File: config.mk
export PLATFORM = sky130hd
export DESIGN_NAME = vector_mem_sequencer_flat
export DESIGN_NICKNAME = d
export VERILOG_FILES = /design/src/rtl/vms_pkg.sv /design/src/rtl/vector_mem_sequencer_if.sv /design/src/rtl/vms_lane_buffer.sv /design/src/rtl/vector_mem_sequencer.sv /design/src/flat_wrapper.sv
export SDC_FILE = /design/constraint.sdc
export NUM_CORES = 1
export LEC_CHECK = 0
export BUFFER_PORTS_ARGS = -buffer_cell sky130_fd_sc_hd__clkbuf_2
export CAP_MARGIN = 15
export CORE_UTILIZATION = 52
export CTS_CLUSTER_SIZE = 40
export DETAILED_ROUTE_END_ITERATION = 8
export GPL_ROUTABILITY_DRIVEN = 0
export GPL_TIMING_DRIVEN = 0
export PLACE_DENSITY = 0.83
export SLEW_MARGIN = 20
export SYNTH_ARGS = -nofsm -noshare
export SYNTH_HDL_FRONTEND = slang
export SYNTH_SLANG_ARGS = --single-unit
export TNS_END_PERCENT = 100
File: constraint.sdc
create_clock -name clk -period 2.19 [get_ports clk]
set_input_delay 0.219 -clock clk [delete_from_list [all_inputs] [get_ports clk]]
set_output_delay 0.219 -clock clk [all_outputs]
set_load 0.005 [all_outputs]
File: src/rtl/vms_pkg.sv
`default_nettype none
// ============================================================================
// Module   : vms_pkg
// Brief    : Shared types and opcode constants for the vector memory sequencer.
// Revision : 1.0 - initial release
// ============================================================================
package vms_pkg;

    typedef enum logic [1:0] {
        IDLE   = 2'd0,
        ACCESS = 2'd1,
        DONE   = 2'd2,
        ERR    = 2'd3
    } vms_state_t;

    typedef enum logic {
        OP_LOAD  = 1'b0,
        OP_STORE = 1'b1
    } vms_op_t;

    localparam logic [1:0] VLOAD    = 2'b10;
    localparam logic [1:0] VSTORE   = 2'b11;
    localparam logic [1:0] MEM_TYPE = 2'b00;

    // Decode helper for control_unit: true for "cargar vector" / "guardar vector".
    function automatic logic is_vec_mem(input logic [1:0] instruction_type,
                                        input logic [4:0] opcode);
        return (instruction_type == MEM_TYPE) &&
               ((opcode[4:3] == VLOAD) || (opcode[4:3] == VSTORE));
    endfunction

endpackage
`default_nettype wire

File: src/rtl/vector_mem_sequencer_if.sv
`default_nettype none
// ============================================================================
// Module   : vector_mem_sequencer_if
// Brief    : Single-port scalar data memory bus (request/ack handshake).
// Revision : 1.0 - initial release
// ============================================================================
interface vector_mem_sequencer_if #(
    parameter int AW = 16,
    parameter int DW = 8
);
    logic          req;
    logic          we;
    logic [AW-1:0] addr;
    logic [DW-1:0] wdata;
    logic [DW-1:0] rdata;
    logic          ack;

    modport master (output req, we, addr, wdata, input rdata, ack);
    modport slave  (input req, we, addr, wdata, output rdata, ack);
endinterface
`default_nettype wire

File: src/rtl/vms_lane_buffer.sv
`default_nettype none
// ============================================================================
// Module   : vms_lane_buffer
// Brief    : LANES x DW register with bulk load, lane-indexed write and read.
// Revision : 1.0 - initial release
// ============================================================================
module vms_lane_buffer
    import vms_pkg::*;
#(
    parameter int LANES = 4,
    parameter int DW    = 8,
    parameter int LW    = 2
) (
    input  wire logic                clk,
    input  wire logic                rst,
    input  wire logic                i_load_all,
    input  wire logic [LANES*DW-1:0] i_load_data,
    input  wire logic                i_wr_en,
    input  wire logic [LW-1:0]       i_wr_lane,
    input  wire logic [DW-1:0]       i_wr_data,
    input  wire logic [LW-1:0]       i_rd_lane,
    output logic      [DW-1:0]       o_rd_data,
    output logic      [LANES*DW-1:0] o_q
);

    logic [DW-1:0] r_lane_q [LANES];

    always_ff @(posedge clk) begin
        if (rst) begin
            for (int i = 0; i < LANES; i++) r_lane_q[i] <= '0;
        end else if (i_load_all) begin
            for (int i = 0; i < LANES; i++) r_lane_q[i] <= i_load_data[i*DW +: DW];
        end else if (i_wr_en) begin
            r_lane_q[i_wr_lane] <= i_wr_data;
        end
    end

    assign o_rd_data = r_lane_q[i_rd_lane];

    for (genvar g = 0; g < LANES; g++) begin : g_pack
        assign o_q[g*DW +: DW] = r_lane_q[g];
    end

endmodule
`default_nettype wire

File: src/rtl/vector_mem_sequencer.sv
`default_nettype none
// ============================================================================
// Module   : vector_mem_sequencer
// Brief    : Splits a vector load/store into LANES scalar memory accesses and
//            stalls the pipeline meanwhile. Optional ack watchdog: VMS_TIMEOUT_EN.
// Revision : 1.0 - initial release
// ============================================================================
module vector_mem_sequencer
    import vms_pkg::*;
#(
    parameter int LANES          = 4,
    parameter int DW             = 8,
    parameter int AW             = 16,
    parameter int STRIDE         = 1,
    parameter int TIMEOUT_CYCLES = 64
) (
    input  wire logic                clk,
    input  wire logic                rst,
    input  wire logic                start_load,
    input  wire logic                start_store,
    input  wire logic [AW-1:0]       base_addr,
    input  wire logic [LANES*DW-1:0] vec_wdata,
    vector_mem_sequencer_if.master   mem,
    output logic      [LANES*DW-1:0] vreg_wdata,
    output logic                     vreg_we,
    output logic                     stall,
    output logic                     done,
    output logic                     err
);

    localparam int LW = (LANES > 1) ? $clog2(LANES) : 1;
    localparam logic [LW-1:0] C_LAST_LANE = LW'(LANES - 1);

    if (LANES < 1 || TIMEOUT_CYCLES < 1) begin : g_param_check
        $error("vector_mem_sequencer: LANES and TIMEOUT_CYCLES must be >= 1");
    end

    vms_state_t          r_state;
    vms_state_t          w_state_next;
    vms_op_t             r_op;
    logic [AW-1:0]       r_base;
    logic [LW-1:0]       r_lane;
    logic [LANES*DW-1:0] r_vreg_hold;
    logic [LANES*DW-1:0] w_buf_q;
    logic [DW-1:0]       w_lane_wdata;
    logic [AW-1:0]       w_addr;
    logic                w_start;
    logic                w_accept;
    logic                w_lane_ack;

    assign w_start    = start_load | start_store;
    assign w_accept   = (r_state == IDLE) && w_start;
    assign w_lane_ack = (r_state == ACCESS) && mem.ack;
    assign w_addr     = r_base + AW'(int'(r_lane) * STRIDE);

    // Bulk-loaded at start (store data); lanes overwritten as load reads return.
    vms_lane_buffer #(
        .LANES (LANES),
        .DW    (DW),
        .LW    (LW)
    ) u_lane_buffer (
        .clk         (clk),
        .rst         (rst),
        .i_load_all  (w_accept),
        .i_load_data (vec_wdata),
        .i_wr_en     (w_lane_ack && (r_op == OP_LOAD)),
        .i_wr_lane   (r_lane),
        .i_wr_data   (mem.rdata),
        .i_rd_lane   (r_lane),
        .o_rd_data   (w_lane_wdata),
        .o_q         (w_buf_q)
    );

`ifdef VMS_TIMEOUT_EN
    localparam int TW = $clog2(TIMEOUT_CYCLES + 1);
    logic [TW-1:0] r_wait;
    logic          r_err;
    logic          w_timeout;

    assign w_timeout = (r_wait == TW'(TIMEOUT_CYCLES - 1));

    always_ff @(posedge clk) begin
        if (rst) begin
            r_wait <= '0;
            r_err  <= 1'b0;
        end else begin
            r_wait <= ((r_state == ACCESS) && !mem.ack) ? r_wait + 1'b1 : '0;
            if (w_state_next == ERR) r_err <= 1'b1;
        end
    end

    assign err = r_err;
`else
    assign err = 1'b0;
`endif

    always_comb begin
        w_state_next = r_state;
        case (r_state)
            IDLE:   if (w_start) w_state_next = ACCESS;
            ACCESS: begin
                if (mem.ack) begin
                    if (r_lane == C_LAST_LANE) w_state_next = DONE;
`ifdef VMS_TIMEOUT_EN
                end else if (w_timeout) begin
                    w_state_next = ERR;
`endif
                end
            end
            DONE:    w_state_next = IDLE;
            ERR:     w_state_next = IDLE;
            default: w_state_next = IDLE;
        endcase
    end

    always_ff @(posedge clk) begin
        if (rst) begin
            r_state     <= IDLE;
            r_op        <= OP_LOAD;
            r_base      <= '0;
            r_lane      <= '0;
            r_vreg_hold <= '0;
        end else begin
            r_state <= w_state_next;
            if (w_accept) begin
                // Load has priority when both requests arrive together.
                r_op   <= start_load ? OP_LOAD : OP_STORE;
                r_base <= base_addr;
                r_lane <= '0;
            end else if (w_lane_ack && (r_lane != C_LAST_LANE)) begin
                r_lane <= r_lane + 1'b1;
            end
            if ((r_state == DONE) && (r_op == OP_LOAD)) r_vreg_hold <= w_buf_q;
        end
    end

    assign mem.req    = (r_state == ACCESS);
    assign mem.we     = (r_state == ACCESS) && (r_op == OP_STORE);
    assign mem.addr   = (r_state == ACCESS) ? w_addr : '0;
    assign mem.wdata  = (r_state == ACCESS) ? w_lane_wdata : '0;

    assign done       = (r_state == DONE) || (r_state == ERR);
    assign vreg_we    = (r_state == DONE) && (r_op == OP_LOAD);
    assign vreg_wdata = vreg_we ? w_buf_q : r_vreg_hold;
    assign stall      = w_start || (r_state == ACCESS);

endmodule
`default_nettype wire

File: src/flat_wrapper.sv
// flat-port wrapper written by rule: the top's interface ports become plain ports
module vector_mem_sequencer_flat import vms_pkg::*;
#(
    parameter int LANES          = 4,
    parameter int DW             = 8,
    parameter int AW             = 16,
    parameter int STRIDE         = 1,
    parameter int TIMEOUT_CYCLES = 64
)
  (clk, rst, start_load, start_store, base_addr, vec_wdata, vreg_wdata, vreg_we, stall, done, err, mem_req, mem_we, mem_addr, mem_wdata, mem_rdata, mem_ack);
  vector_mem_sequencer_if #(.AW(AW), .DW(DW)) mem_i ();
  input  wire logic clk;
  input  wire logic rst;
  input  wire logic start_load;
  input  wire logic start_store;
  input  wire logic [AW-1:0] base_addr;
  input  wire logic [LANES*DW-1:0] vec_wdata;
  output logic      [LANES*DW-1:0] vreg_wdata;
  output logic vreg_we;
  output logic stall;
  output logic done;
  output logic err;
  output wire logic [$bits(mem_i.req)-1:0] mem_req;
  output wire logic [$bits(mem_i.we)-1:0] mem_we;
  output wire logic [$bits(mem_i.addr)-1:0] mem_addr;
  output wire logic [$bits(mem_i.wdata)-1:0] mem_wdata;
  input wire logic [$bits(mem_i.rdata)-1:0] mem_rdata;
  input wire logic [$bits(mem_i.ack)-1:0] mem_ack;
  assign mem_req = mem_i.req;
  assign mem_we = mem_i.we;
  assign mem_addr = mem_i.addr;
  assign mem_wdata = mem_i.wdata;
  assign mem_i.rdata = mem_rdata;
  assign mem_i.ack = mem_ack;
  vector_mem_sequencer #(.LANES(LANES), .DW(DW), .AW(AW), .STRIDE(STRIDE), .TIMEOUT_CYCLES(TIMEOUT_CYCLES)) u_core (.clk(clk), .rst(rst), .start_load(start_load), .start_store(start_store), .base_addr(base_addr), .vec_wdata(vec_wdata), .mem(mem_i), .vreg_wdata(vreg_wdata), .vreg_we(vreg_we), .stall(stall), .done(done), .err(err));
endmodule
# After elaboration in Yosys (flattened, before gate mapping)
# Memory sizes are Yosys's and may differ from the RTL's. A register that Yosys moved wholly into a read port is not among the register bits.
# Cells that the tools add are included.
# totals
wordCells	61
ram_bits	32
inputBits	61
out_inout_bits	62
mem_count	1
register_bits	53
# mem_list
memory	depth	width	read_ports	rd_ports_with_merged_regs	wr	line_no	text
u_core.u_lane_buffer.r_lane_q	4	8	5	1	4	vms_lane_buffer.sv:26	logic [DW-1:0] r_lane_q [LANES];
# classes
reduce_logical	13
mux	26
n_eq_ne	8
add_sub_neg	2
n_bitwise	6
# ops
op	n
$mux 8	6
$mux 32	1
$add 16x2->16	1
$mux 16	1
$mux 2	6
$mux 1	11
$reduce_or 8->1	1
$eq 2x2->1 const B	3
$logic_and 1x1->1	6
$ne 2x1->1 const B	3
$pmux 2 s3	1
$or 1x1->1	5
$reduce_or 2->1	2
$reduce_and 3->1	1
$add 2x1->2 const B	1
$eq 2x1->1 const B	1
$logic_not 2->1	1
$logic_or 1x1->1	2
$ne 2x2->1 const B	1
$not 1->1	1

# Depth between registers and ports, before layout
# Gate-level depths: netlist of the first run.
# depth
ltp_word	9
depth_mapped	6
ltp_nobuf	6

# By module
# A second synthesis of the first run with hierarchy kept.
# unflattened
hier_cells	372
area_unflattened_um2	4202.8
# modules_own_cells
module	area_each_um2	seq_area_each_um2	n_inst	cells_each
vector_mem_sequencer	2482.4	1061.0	1	269
vms_lane_buffer	1720.4	960.9	1	103

# Worst setup path after synthesis of the first run
# Ideal clock, no wire load.
# synth_path
path_type	reg2out
start	register u_core.r_lane[0]
end	output port mem_addr[14]
path_stages_with_launch	7
t_required_ns	1.971
path_buffers	0
t_arrival_ns	1.537
slack_ns	0.434
cell_sequence	dfxtp_1 > ha_1 > fa_1 > nand3_1 > nor3_1 > a31oi_1 > a41o_1
# synth_between
elab_chain_len	2
# synth_lines
item	line_no	text
from (decl)	vector_mem_sequencer.sv:42	logic [LW-1:0] r_lane;
from (signal assigned)	vector_mem_sequencer.sv:131	r_lane <= r_lane + 1'b1;
$add 16x2->16	vector_mem_sequencer.sv:54	assign w_addr = r_base + AW'(int'(r_lane) * STRIDE);
$mux 16	vector_mem_sequencer.sv:139	assign mem.addr = (r_state == ACCESS) ? w_addr : '0;
to (decl)	flat_wrapper.sv:25	output wire logic [$bits(mem_i.addr)-1:0] mem_addr;
# No other way between the ends.

# Worst setup path after layout of the first run
# Same ends and word-level chain as after synthesis.

==> results.yml, run 1 <==
worst_hold_path:
  hold_path_class: "in -> reg"
floorplanning:
  core_um2: 7770
  fp.dieW_um: 91.9
  die-area_um2: 8440
  pin_count: 123
  die_h_um: 91.9
  initial_core_util_pct: 54.1
  core.rowCount: 32
final_layout:
  stdcell_count: 620
  synthToLayoutAreaGrowth_pct: 27.1
  drive_gt1_share_pct: 43.8
  fin_util_pct: 68.8
  num-fill-cells: 603
  fin_area_um2: 5340
  nets: 581
  antenna_cells: 0
drt:
  drtIter0Drc: 174
  firstDrtPassIters: 5
  viasPerCell: 5.48
  ant_nets: 0
  vias: 3396
  routed_wl_mm: 11.2
  drc_errors: 0
  route.detailed.wl_per_inst_um: 18.1
synthesis:
  synth_fp_nets: 441
  synth_area_um2: 4200
  synth.area.top_cells: "dfxtp_1, edfxtp_1, mux2_2"
  yosys_warnings: 0
  synth-compound-area-share_pct: 10.2
  synth_top_family_by_area: "simple AND/OR/NAND/NOR gates"
  syn_inst: 373
  yosysTopAreaCell: "dfxtp_1"
  yosys.area_share.simple_pct: 18.6
  synth_xor_xnor_area_share_pct: 2.29
  synth_edf_count: 32
  synthMuxAreaShare_pct: 13.1
  ys_seq_elements: 87
  post_synth_num_cell_types: 40
  synth-async-reset-ratio_pct: 0
  ys.flop_type: "dfxtp_1"
  synthAdderAreaFrac_pct: 2.26
  ys_seq_area_share_pct: 49.1
  yosysMostFrequentCell: "dfxtp_1"
  synthTopCellsByCount: "dfxtp_1, nand2_1, a22o_1, edfxtp_1, mux2_2"
  synth_top_cell_area_share_pct: 26.2
  syn_area_per_cell_um2: 11.3
grt:
  met2_usage_pct: 47.2
  grtUsageMet3_pct: 5.72
  grt_usage_pct: 27.6
  grt_max_degree: 16
  grt_antenna_before_repair: 0
  grt.busiest_layer: "met2"
  grt_pass1_vias: 3509
  grt_overflow_total: 0
  globalRouteMet1Util_pct: 33.7
  grt_first_pass_wirelength_mm: 17.5
cts:
  tritoncts: "yes"
  clk_path_buf_depth: 2
  clock-root-buffer: "clkbuf_8"
  h-tree-depth: 3
  cts_sinks: 87
  clk_latency_ns: 0.36
  clk_pin_slew_ns: 0.09
  cts_hold_buf: 0
  cts_made_buffers: 9
setup_path:
  worst_setup_path_start_kind: "flop"
  end_kind: "primary output"
  worstPathArrival_ns: 1.97
  crit_path_max_fanout: 6
  required_ns: 1.97
  regToRegSetupSlack_ns: 0.19
  critPathKind: "reg -> out"
sta:
  relSlewSlack_pct: 44.0
  fin_skew_ns: 0.00495
  layout_min_cycle_time_ns: 2.18
  fin_crit_sh_pct: 99.7
  worst_slew_pin_slew_ns: 0.833
  fin_setup_tns_ns: 0
  hold_violations: 0
  drv_slew: 0
  rsz0062_at_grt: "yes"
  hold_slack_ns: 0.0713
  setup_viol: 0
  fmax_mhz: 458
place:
  dp.cells: 596
  portBuffers: 121
  place_area_um2: 4930
  dp_hpwl_mm: 7.93
power_and_ir_drop:
  p_leak_uw: 0.00248
  irDropWorstVdd_v: 0.000369
  p_per_area_nw_per_um2: 633
job:
  cap_viol_max_count: 0
status:
  outcome: "complete, no violations"
[stage by stage]
step	power (uW)	worst slack [ns]
global placement	2250	0.145
floorplan	2080	0.434
finish	3380	0.00581
global route	3500	-0.0663
CTS	3360	-0.0222
detailed placement	2260	0.0665
[layer usage]
metal  share of wire (%)  vias to the layer above  wire length, um
li1                    -                     1604                -
met1                  38                     1605             4300
met2                  52                      164             5840
met3                 7.5                       23              846
met4                 2.2                        0              247
met5                   0                        -                0
[layout make-up]
class / count / area (um2) / share of cell area [%]
well taps: 102 / 128 / 2.39
multi-input cells: 255 / 2090 / 39.2
flip-flops and latches: 87 / 2070 / 38.8
clock buffers: 9 / 124 / 2.32
plain buffers: 27 / 171 / 3.21
inverters: 4 / 15.0 / 0.281
clock inverters: 7 / 71.3 / 1.34
repair buffers: 129 / 669 / 12.5
[state kept, by name, summed over array words and instances, names as in the netlist, named ones only]
name / flops
u_core.u_lane_buffer.r_lane_q: 32
u_core.r_vreg_hold: 32
u_core.r_lane: 2
u_core.r_state: 2
u_core.r_op: 1
u_core.r_base: 16
[worst paths after layout]
check	start	endpoint	depth (start not counted)
setup / recovery	u_core.r_lane[0]	mem_addr[14]	7
hold / removal	base_addr[0]	u_core.r_base[0]	3
setup reg to reg	u_core.r_state[0]	u_core.u_lane_buffer.r_lane_q[3][3]	3
hold reg to reg	u_core.r_base[0]	u_core.r_base[0]	2
[cells by family after synthesis]
family | Yosys count
flip-flops | 87
AND/OR/NAND/NOR | 136
multiplexers | 41
buffers and inverters | 31
XOR/XNOR | 11
other | 1
AO/OA/AOI/OAI | 59
adder cells (fa/ha/maj) | 7
[worst max-delay path, cell delays in order (launching register included)]
cell	delay (ns)
dfxtp_4	0.38
ha_4	0.16
fa_2	0.38
nand3_4	0.18
nor3_4	0.05
a31oi_1	0.21
a41o_1	0.13
clkbuf_2	0.11
[power breakdown]
group	leakage (uW)	switching, uW	internal, uW
logic	0.00158	211	190
clock network	0.000102	599	530
registers	0.000801	76.1	1770
total	0.00248	886	2490
[timing repair]
item                                    CTS  global route
pin swaps                                 1             8
buffers inserted                          4             4
gates resized for setup                  15            19
endpoints found under the setup margin   51            45
[cell usage in the layout (no fill, tap or decap), drive strengths merged]
cell type    instances
clkbuf             138
dfxtp               55
nand2               42
a22o                32
mux2                32
edfxtp              32
and2b               26
buf                 26
a21oi               21
and2                15
nor2                15
xnor2               10
nor3                 9
mux4                 8
nor2b                7
or3                  7
inv                  6
ha                   6
nand3                4
clkinv               4
nor4                 3
nand2b               2
a31oi                2
a41o                 2
o21ai                2
nor3b                2
and4                 1
nand4                1
nor4b                1
xor2                 1
nand3b               1
dlygate4sd1          1
mux2i                1
fa                   1
conb                 1
bufinv               1
(Power assumes the default switching activity.)
==> run 2, diff against run 1 <==
Settings changed: CORE_UTILIZATION 52 to 47, PLACE_DENSITY 0.83 to 0.79.
Clock period 2.19 ns to 1.8 ns, I/O delays scaled along.
==> results.yml, run 2 (synthesis gave the netlist of run 1 again) <==
status:
  outcome: "finished, violations left"
  violations: "negative setup slack"
setup_path:
  required_ns: 1.62
  slowest_stage: "or3_1"
  worstPathArrival_ns: 1.95
  end_kind: "primary output"
  slowest_delay_ns: 0.41
  crit_path_max_fanout: 7
  crit_path_end: "mem_addr[6]"
  worst_setup_path_start_kind: "flop"
  reg2reg_depth: 6
  critPathKind: "reg -> out"
  crit_start: "u_core.r_base[0]"
  r2r-start: "u_core.r_state[0]"
  r2r-end: "u_core.u_lane_buffer.r_lane_q[1][5]"
  crit_chain: "ha_4, fa_2, nand3_4, or3_1, a21oi_2, clkbuf_2"
  regToRegSetupSlack_ns: -0.02
floorplanning:
  die-area_um2: 9320
  fp.dieW_um: 96.5
  core.rowCount: 34
  initial_core_util_pct: 48.4
  pin_count: 123
  core_um2: 8680
  die_h_um: 96.5
cts:
  clk_pin_slew_ns: 0.09
  clk_path_buf_depth: 2
  cts_made_buffers: 9
  h-tree-depth: 3
  tritoncts: "yes"
  clk_latency_ns: 0.37
  clock-root-buffer: "clkbuf_8"
  cts_sinks: 87
final_layout:
  final_common_cell: "clkbuf_2"
  final_cell_mix: "clkbuf_2, dfxtp_1, nand2_1"
  fin_area_um2: 5950
  fin_util_pct: 68.5
  drive_gt1_share_pct: 50.6
  largest_registers: "u_core.r_vreg_hold (32), u_core.u_lane_buffer.r_lane_q (32), u_core.r_base (16)"
  synthToLayoutAreaGrowth_pct: 41.6
  nets: 601
  num-fill-cells: 606
  antenna_cells: 0
grt:
  grt_overflow_total: 0
  grt_usage_pct: 28.5
  grt_antenna_before_repair: 0
  grt_first_pass_wirelength_mm: 19.0
  grt_pass1_vias: 3656
  grt_max_degree: 16
sta:
  hold_slack_ns: 0.0127
  fmax_mhz: 469
  drv_slew: 0
  hold_violations: 0
  setup_ws_ns: -0.333
  fin_skew_ns: 0.00534
  layout_min_cycle_time_ns: 2.13
  fin_crit_sh_pct: 118
  setup_viol: 62
  fin_setup_tns_ns: -6.72
  rsz0062_at_grt: "yes"
place:
  dp_hpwl_mm: 8.15
  pre_cts_slack_ns: -0.299
  place_area_um2: 4940
  portBuffers: 121
drt:
  route.detailed.wl_per_inst_um: 20.8
  firstDrtPassIters: 7
  drtIter0Drc: 234
  drc_errors: 0
  viasPerCell: 5.81
  vias: 3756
  routed_wl_mm: 13.4
  ant_nets: 0
worst_hold_path:
  hold_path_class: "in -> reg"
power_and_ir_drop:
  irDropWorstVdd_v: 0.000419
  p_per_area_nw_per_um2: 723
  p_leak_uw: 0.00267
job:
  cap_viol_max_count: 0
==> run 2: cell type report <==
class                   instances  area, um2  share of cell area [%]
multi-input cells             255       2250                    37.9
flip-flops and latches         87       2090                    35.1
repair buffers                156       1070                    18.1
plain buffers                  20        171                    2.88
clock buffers                  10        138                    2.31
well taps                     108        135                    2.27
clock inverters                 6       67.6                    1.14
inverters                       4       20.0                   0.337
==> run 2: how the worst min path moves through the flow <==
stage	startpoint	end	slack [ns]	depth (start not counted)
final	base_addr[3]	u_core.r_base[3]	0.01	3
after detailed placement	base_addr[7]	u_core.r_base[7]	0.41	3
after global placement	base_addr[2]	u_core.r_base[2]	0.40	3
after global routing	base_addr[3]	u_core.r_base[3]	0.02	3
after CTS	base_addr[7]	u_core.r_base[7]	0.02	3
after floorplan	base_addr[0]	u_core.r_base[0]	0.32	2
==> run 2: worst max-delay path, delay by kind of cell (launching register included) <==
family	cells	cell delay, ns
flops	1	0.37
buf+inv	1	0.12
simple gates	2	0.55
compound gates	1	0.15
fa+ha+maj	2	0.39
==> run 2: routing by layer <==
layer	routed length (um)	global-route usage, %
met1	4790	32.0
met2	7000	50.2
met3	1100	6.42
met4	533	15.1
met5	0	0
==> run 2: through the flow <==
stage | instances | total power [uW]
global route | 646 | 4450
global placement | 602 | 2730
floorplan | 373 | 2530
CTS | 640 | 4200
detailed placement | 602 | 2750
finish | 646 | 4300
==> run 2: repair_timing <==
item,in CTS,in global routing
gates cloned,3,1
hold buffers,0,0
resized for setup,94,60
buffers inserted,21,15
endpoints found under the setup margin,92,89
pin swaps,17,14
==> run 2: report_power, final <==
part	leakage (uW)	switching [uW]	internal (uW)
Sequential	0.000805	103	2160
Clock	0.0000993	759	687
Combinational	0.00177	300	293
